File: src/rtl/cpu_types_pkg.sv
// cpu_types_pkg: shared register-file word/select types and the hardwired-zero register index
package cpu_types_pkg;
   localparam int DATA_W = 32;
   localparam int SELW = 5;
   localparam int RF_ZERO = 0;
   typedef logic [DATA_W-1:0] word_t;
   typedef logic [SELW-1:0] regbits_t;
endpackage

File: src/rtl/rf_read_port.sv
// rf_read_port: one combinational read port with highest-index-wins write bypass
module rf_read_port
   import cpu_types_pkg::*;
#(
   parameter int DATA_W = 32,
   parameter int NREGS = 32,
   parameter int NWR = 2,
   parameter int BYPASS = 1,
   parameter int SELW = $clog2(NREGS)
) (
   input logic [SELW-1:0] sel,
   input logic [DATA_W-1:0] regs [NREGS],
   input logic [NREGS-1:0] busy,
   input logic wen [NWR],
   input logic [SELW-1:0] wsel [NWR],
   input logic [DATA_W-1:0] wdat [NWR],
   output logic [DATA_W-1:0] dat,
   output logic bsy
);
   always_comb begin
      dat = regs[sel];
      bsy = busy[sel];
      for (int k = 0; k < NWR; k++)
         if (BYPASS != 0 && int'(sel) != RF_ZERO && wen[k] && wsel[k] == sel) begin
            dat = wdat[k];
            bsy = 1'b0;
         end
   end
endmodule

File: src/rtl/register_file_mp.sv
// register_file_mp: multi-ported register file with write bypass and per-register pending bits
module register_file_mp
   import cpu_types_pkg::*;
#(
   parameter int DATA_W = 32,
   parameter int NREGS = 32,
   parameter int NRD = 2,
   parameter int NWR = 2,
   parameter int BYPASS = 1,
   localparam int SELW = $clog2(NREGS),
   localparam int CW = $clog2(NREGS + 1)
) (
   input logic CLK,
   input logic nRST,
   input logic [SELW-1:0] rsel [NRD],
   output logic [DATA_W-1:0] rdat [NRD],
   output logic rbusy [NRD],
   input logic wen [NWR],
   input logic [SELW-1:0] wsel [NWR],
   input logic [DATA_W-1:0] wdat [NWR],
   input logic alloc_en,
   input logic [SELW-1:0] alloc_sel,
   input logic flush,
   output logic [CW-1:0] busy_cnt
);
   logic [DATA_W-1:0] regs_q [NREGS];
   logic [DATA_W-1:0] wr_dat [NREGS];
   logic [NREGS-1:0] wr_hit, busy_q, busy_d;
   logic [CW-1:0] cnt_d;
   logic wen_v [NWR];
   always_comb begin
      for (int k = 0; k < NWR; k++)
         wen_v[k] = wen[k] & nRST;
   end
   // later ports overwrite earlier ones, so the highest-index writer wins
   always_comb begin
      for (int r = 0; r < NREGS; r++) begin
         wr_hit[r] = 1'b0;
         wr_dat[r] = '0;
         for (int k = 0; k < NWR; k++)
            if (wen[k] && int'(wsel[k]) == r && r != RF_ZERO) begin
               wr_hit[r] = 1'b1;
               wr_dat[r] = wdat[k];
            end
      end
   end
   always_comb begin
      busy_d = busy_q & ~wr_hit;
      if (alloc_en && int'(alloc_sel) != RF_ZERO)
         busy_d[alloc_sel] = 1'b1;
      if (flush)
         busy_d = '0;
      cnt_d = '0;
      for (int r = 0; r < NREGS; r++)
         cnt_d = cnt_d + CW'(busy_d[r]);
   end
   always_ff @(posedge CLK or negedge nRST) begin
      if (!nRST) begin
         for (int r = 0; r < NREGS; r++)
            regs_q[r] <= '0;
         busy_q <= '0;
         busy_cnt <= '0;
      end else begin
         for (int r = 0; r < NREGS; r++)
            if (wr_hit[r])
               regs_q[r] <= wr_dat[r];
         busy_q <= busy_d;
         busy_cnt <= cnt_d;
      end
   end
   for (genvar i = 0; i < NRD; i++) begin : g_rd
      rf_read_port #(
         .DATA_W(DATA_W),
         .NREGS(NREGS),
         .NWR(NWR),
         .BYPASS(BYPASS),
         .SELW(SELW)
      ) u_rd (
         .sel(rsel[i]),
         .regs(regs_q),
         .busy(busy_q),
         .wen(wen_v),
         .wsel(wsel),
         .wdat(wdat),
         .dat(rdat[i]),
         .bsy(rbusy[i])
      );
   end
endmodule

File: config.mk
export PLATFORM = sky130hd
export DESIGN_NAME = register_file_mp
export DESIGN_NICKNAME = d
export VERILOG_FILES = /design/src/rtl/cpu_types_pkg.sv /design/src/rtl/rf_read_port.sv /design/src/rtl/register_file_mp.sv
export SDC_FILE = /design/constraint.sdc
export NUM_CORES = 2
export LEC_CHECK = 0
export CAP_MARGIN = 25
export CELL_PAD_IN_SITES_DETAIL_PLACEMENT = 0
export CELL_PAD_IN_SITES_GLOBAL_PLACEMENT = 2
export CORE_MARGIN = 10
export CORE_UTILIZATION = 38
export CTS_BUF_LIST = sky130_fd_sc_hd__clkbuf_16
export DETAILED_ROUTE_END_ITERATION = 6
export PLACE_DENSITY_LB_ADDON = 0.1
export SLEW_MARGIN = 15
export SYNTH_ARGS = -nofsm -noshare
export SYNTH_HDL_FRONTEND = slang
export SYNTH_SLANG_ARGS = --single-unit
File: constraint.sdc
create_clock -name CLK -period 4.4 [get_ports CLK]
set_clock_uncertainty 0.1 [all_clocks]
set_input_delay 0.66 -clock CLK [delete_from_list [all_inputs] [get_ports CLK]]
set_output_delay 0.66 -clock CLK [all_outputs]
set_load 0.01 [all_outputs]
======== Word-level counts from Yosys, hierarchy flattened ========
Cells that the tools add are included.
word-level totals
  flip-flop bits (word level) ............. 1030
  bits of input ports ..................... 95
  output and inout port bits .............. 72
  logic and storage cells ................. 364
operators by class
  add/subtract/negate cells ............... 31
  magnitude comparators ................... 6
  eq/ne operators ......................... 66
  mux-type cells .......................... 146
  bitwise gates (word level) .............. 7
  reductions and logical operators ........ 75
operators by type and width
  operator            number
  $mux 32             72
  $bmux 32 s5         2
  $eq 5x5->1 const B  32
  $add 6x1->6         26
  $eq 5x4->1 const B  16
  $logic_and 1x1->1   72
  $mux 1              69
  $eq 5x3->1 const B  8
  $and 32x32->32      1
  $not 32->32         1
  $or 32x32->32       1
  $eq 5x2->1 const B  4
  $eq 5x5->1          4
  $lt 5x6->1 const B  3
  $reduce_bool 5->1   3
  $ge 6x6->1 const B  2
  $not 5->6           2
  $bmux 1 s5          2
  $eq 5x1->1 const B  2
  $add 5x1->6         1
  $add 4x1->5         1
  $demux 1 s5         1
  $ge 5x1->1 const B  1
  $add 3x1->4         1
  other kinds (3)     4

======== Logic depth before layout (Yosys ltp) ========
  word-level depth ........................ 40
  gate-level depth with buffers ........... 23
  mapped depth without buffers ............ 21

======== Modules after synthesis ========
From an unflattened synthesis, not the netlist that was laid out.
second synthesis, totals
  cells, all modules ...................... 7840
  area total of the unflattened synthesis .. 71035.6 um2
by module, submodules not included
  module            times used  cells an instance  area an instance (um2)  seq. area each (um2)
  register_file_mp  1           6296               52322.7                 25774.7
  rf_read_port      2           772                9356.5                  0.0

======== Least setup slack after synthesis ========
Ideal clock, no wire load.
  path kind ............................... input port to flip-flop
  from .................................... input wsel[6] (netlist name)
  to ...................................... register busy_cnt[4]
  library setup time ...................... 0.080 ns
  arrival ................................. 6.154 ns
  data required time ...................... 4.220 ns
  setup slack ............................. -1.934 ns
  cell stages on the path ................. 21
  buffers on the path ..................... 3
  cell sequence ........................... buf_2 -> nand2b_1 -> or2_2 -> clkbuf_1 -> nor2_2 -> buf_2 -> nand3b_1 -> a21oi_1 -> fa_1 -> inv_1 -> fa_1 -> fa_1 -> fa_1 -> fa_1 -> fa_1 -> inv_1 -> ha_1 -> fa_1 -> a21o_1 -> a21oi_1 -> xnor2_1
on the way
  elaborated cells on any way between the ends .. 160
  those cells by class .................... add/sub: 31; eq/ne: 31; mux: 64; bitwise: 3; reduce/logical: 31
RTL lines
  item                            line                    source
  start: declaration              register_file_mp.sv:19  input logic [SELW-1:0] wsel [NWR],
  $eq 5x4->1 *                    register_file_mp.sv:41  if (wen[k] && int'(wsel[k]) == r && r != RF_ZERO) begin
  $logic_and 1x1->1 *             register_file_mp.sv:41
  $mux 1 * (2 in a row)           register_file_mp.sv:41
  $not 32->32 *                   register_file_mp.sv:48  busy_d = busy_q & ~wr_hit;
  $and 32x32->32 *                register_file_mp.sv:48
  $or 32x32->32 (no source line)  --
  $mux 32 *                       register_file_mp.sv:49  if (alloc_en && int'(alloc_sel) != RF_ZERO)
  $mux 32 *                       register_file_mp.sv:51  if (flush)
  net busy_d[25]                  register_file_mp.sv:28  logic [NREGS-1:0] wr_hit, busy_q, busy_d;
  $add 6x1->6 * (7 in a row)      register_file_mp.sv:55  cnt_d = cnt_d + CW'(busy_d[r]);
  net cnt_d[4]                    register_file_mp.sv:29  logic [CW-1:0] cnt_d;
  end signal: assignment          register_file_mp.sv:68  busy_cnt <= cnt_d;
  end: declaration                register_file_mp.sv:24  output logic [CW-1:0] busy_cnt
The timed path passes the listed nets; every way through them passes the cells marked *.
A chain may end at the register's enable or synchronous reset.

======== Final worst setup path ========
  from .................................... input wsel[9] (netlist name)
  to ...................................... register busy_cnt[4]
on the way
  cells in the longest elaborated chain, start to end .. 40
  elaborated cells on any way between the ends .. 160
  those cells by class .................... add/sub: 31; eq/ne: 31; mux: 64; bitwise: 3; reduce/logical: 31
RTL lines
  item                            line
  $eq 5x2->1                      register_file_mp.sv:41
  $logic_and 1x1->1               register_file_mp.sv:41
  $mux 1 (2 in a row)             register_file_mp.sv:41
  $not 32->32 *                   register_file_mp.sv:48
  $and 32x32->32 *                register_file_mp.sv:48
  $or 32x32->32 (no source line)  --
  $mux 32 *                       register_file_mp.sv:49
  $mux 32 *                       register_file_mp.sv:51
  $add 1x1->2                     register_file_mp.sv:55
  $add 2x1->3                     register_file_mp.sv:55
  $add 3x1->4                     register_file_mp.sv:55
  $add 4x1->5                     register_file_mp.sv:55
  $add 5x1->6                     register_file_mp.sv:55
  $add 6x1->6 (25 in a row)       register_file_mp.sv:55
  $add 6x1->6 *                   register_file_mp.sv:55
  net cnt_d[4]                    register_file_mp.sv:29
Marked as above.

==> impl_results.md <==
- FF-to-FF End: busy_cnt[4]
- Pin count of the biggest net entering global routing: 142
- Initial Utilization: 0.383
- Share of cells above drive strength 1: 0.200
- Die X-Extent: about 440 um
- Data required, critical path: ~5000 ps
- Sequential cell area: between 20,000 and 30,000 um2
- Fmax: 198 MHz
- Iteration-0 DRC Markers: 6,697
- Mapped Avg Cell Area: between 9 and 10 um2
- Post-synthesis cell count: ~6,700
- H-tree depth: 4
- Drt total wl: 342,000 um
- Post-synthesis sequential area ratio: 0.386
- YS warnings: 0
- Fill count: 16,400
- Reg clk slew, reported paths: ~60 ps
- Area of placed instances: roughly 74,000 um2
- CP Class: in -> reg
- R2R cell count: 15
- Final instance area: just under 80,000 um2
- VDD IR max: about 0.30 mV
- Rows: 153
- Number of port buffers: 166
- Syn Std Cell Area: about 67,000 um2
- Synth unique cells: between 60 and 70
- Total Routing Usage GR: 0.343
- Reg2Reg Setup Slack: -560 ps
- Power per cell area: 425 nW/um2
- DIE AREA: slightly below 200,000 um2
- EDFF count, synth: 0
- Leak Pwr: roughly 35 nW
- Ports: between 150 and 200
- Slew Limit Fails: 0
- Die Ht: between 400 and 500 um
- RSZ-0062 raised after global routing: yes
- Final Hold Vio Count: 0
- Layout area overhead: 18.3%
- Post-synth net total: 6,825
- Via count of the first global-routing pass: 55,900
- Sw frac: 0.332
- Antenna-violating nets left: 0
- Most common flop cell mapped by yosys: dfrtp_1
- Dpl cells: 8,992
- Worst setup path endpoint: busy_cnt[4]
- WHS: approximately 220 ps
- Crit-path max FO: 4
- Drt first pass iters: 7
- Clk_lat worst skew: 790 ps
- Setup violators final: 5
- Clock net sink count: a little over 1,000
- Vias after detailed routing: just under 60,000
- Setup_tns: -2740 ps
- Seq pwr share: 0.413
- Worst slew pin tran: 1200 ps
- Routed len/inst: 36.8 um
- Clock tree buffer depth: 3
- NetSw: around 0.011 W
- Synth Register Bits: 1,030
- RR Startpoint: busy_q[13]
- Critical Path End Type: flip-flop
- DRC errors left: 0
- Failing checks: setup timing
- Internal power: about 0.022 W
- Core Area: 174,000 um2
- Clk pwr share: 0.314
- Final Cycle Share: 1.15
- Critical path launch point type: primary input
- Combinational share of power: 0.272
- Max-capacitance violation count: 0
- CP arrival: ~5700 ps
- Final net count: about 7,000
- Via density: around 6.2
- Post-DP HPWL: ~210,000 um
- Ys async rst share: 1.00
- RePlAce Congestion: between 0.8 and 0.9
- Hold Crit Class: in -> reg
- Root Driver: clkbuf_16
- Worst setup startpoint: wsel[9]
- Slew margin rel.: 0.200
- Status: finished with violations
- First-pass GRT wire length: approximately 470,000 um
- Area of the multi-input gates: 38,100 um2
- Worst setup margin: -639 ps
- CTS tree: done
- Min Clock Period, post-route: just over 5000 ps
- Total grt overflow: 0
- Initial antenna violation count: 21
- Non-Filler Instances: 9,285
- CTS Buf Count: 135
layer usage:
| layer | track usage | wire length (um) | up-vias |
|---|---|---|---|
| met1 | 0.464 | 143000 | 29600 |
| met2 | 0.520 | 150000 | 2963 |
| met4 | 0.177 | 20900 | 12 |
| li1 | - | - | 24600 |
| met5 | 0 | 85 | - |
| met3 | 0.0671 | 27400 | 763 |
metrics by stage:
stage	util	worst slack, ps	power, W
6_report	0.453	-639	0.0336
5_1_grt	0.453	-767	0.0351
4_1_cts	0.451	-668	0.0335
3_5_place_dp	0.424	-1970	0.0229
3_3_place_gp	0.424	-1990	0.0227
2_1_floorplan	-	-1480	0.0193
how the worst min path moves through the flow:
| stage | start | end | slack (ps) | depth (start not counted) |
|---|---|---|---|---|
| floorplan | nRST | busy_cnt[0] | 260 | 0 |
| global placement | regs_q[446] | regs_q[446] | 450 | 2 |
| detailed placement | busy_q[0] | busy_q[0] | 450 | 2 |
| CTS | alloc_sel[3] | busy_q[13] | 320 | 5 |
| global route | alloc_sel[4] | busy_q[13] | 240 | 4 |
| finish | alloc_sel[4] | busy_q[13] | 220 | 4 |
sequential cells by signal, indices dropped and copies added (netlist names):
| signal | count |
|---|---|
| busy_cnt | 6 |
| busy_q | 32 |
| regs_q | 992 |
kinds of logic (layout without fill, tap and decap cells):
logic type | Yosys count | after routing | share of synthesized area
simple gates | 1467 | 1468 | 0.0908
compound gates | 1531 | 1531 | 0.135
buf+inv | 874 | 1128 | 0.0589
xor+xnor | 20 | 20 | 0.00262
other cells | 0 | 6 | 0
fa+ha+maj | 31 | 31 | 0.00850
mux | 1746 | 1746 | 0.319
flops | 1030 | 1030 | 0.386
cells in the mapped netlist (55+ instances only):
cell type  instances  share of area
nor3_1            55         0.0041
buf_1             84         0.0047
nor2_1           615          0.035
a221oi_1          71         0.0093
mux2i_1         1387           0.21
buf_4             72         0.0081
clkbuf_1         502          0.028
buf_2            112         0.0084
o22ai_1          123          0.012
a21oi_1          556          0.042
mux4_2           294          0.099
dfrtp_1         1030           0.39
o21ai_0          475          0.036
a22oi_1           60         0.0067
mux2_2            61          0.010
nand2_1          636          0.036
power groups by stage:
stage                     Sequential (W)  Clock (W)  Combinational [W]
after global placement            0.0139          0            0.00879
after global routing              0.0142     0.0111            0.00985
after floorplan                   0.0133          0            0.00597
final                             0.0139     0.0106            0.00915
after CTS                         0.0138     0.0107            0.00902
after detailed placement          0.0140          0            0.00894
layout by cell type, fill, tap and decap left out, drive strengths merged, types with 123 or more instances in the layout:
cell    instances
buf           697
nand2         636
mux2i        1387
clkbuf        149
dfrtp        1030
mux4          298
o21ai         505
o22ai         123
a21oi         556
nor2          620
cell type report:
cell class / count / area share
diodes: 6 / 0.000190
well taps: 2325 / 0.0368
inverters: 51 / 0.00244
clock buffers: 143 / 0.0452
flip-flops and latches: 1030 / 0.326
multi-input cells: 4796 / 0.481
clock inverters: 93 / 0.00558
repair buffers: 841 / 0.102
repair_timing:
item / in CTS / in global routing
setup buffers: 31 / 15
gates resized for setup: 165 / 59
hold buffers: 1 / 0
gates cloned: 5 / 3
endpoints found under the hold margin: 120 / 0
endpoints found under the setup margin: 68 / 32
pin swaps: 40 / 34
worst max-delay path, cell delays in order:
cell and delay, ps:
buf_2 140, inv_2 80, nand4_1 150, or3_4 380, nand3b_1 170, a21o_1 180
fa_1 430, fa_1 510, fa_1 450, fa_1 550, fa_1 450, fa_1 530
inv_2 50, ha_4 150, fa_2 340, a21o_1 180, a21oi_2 120, xnor2_1 120
Note: power is estimated with default switching activity, not from simulation.
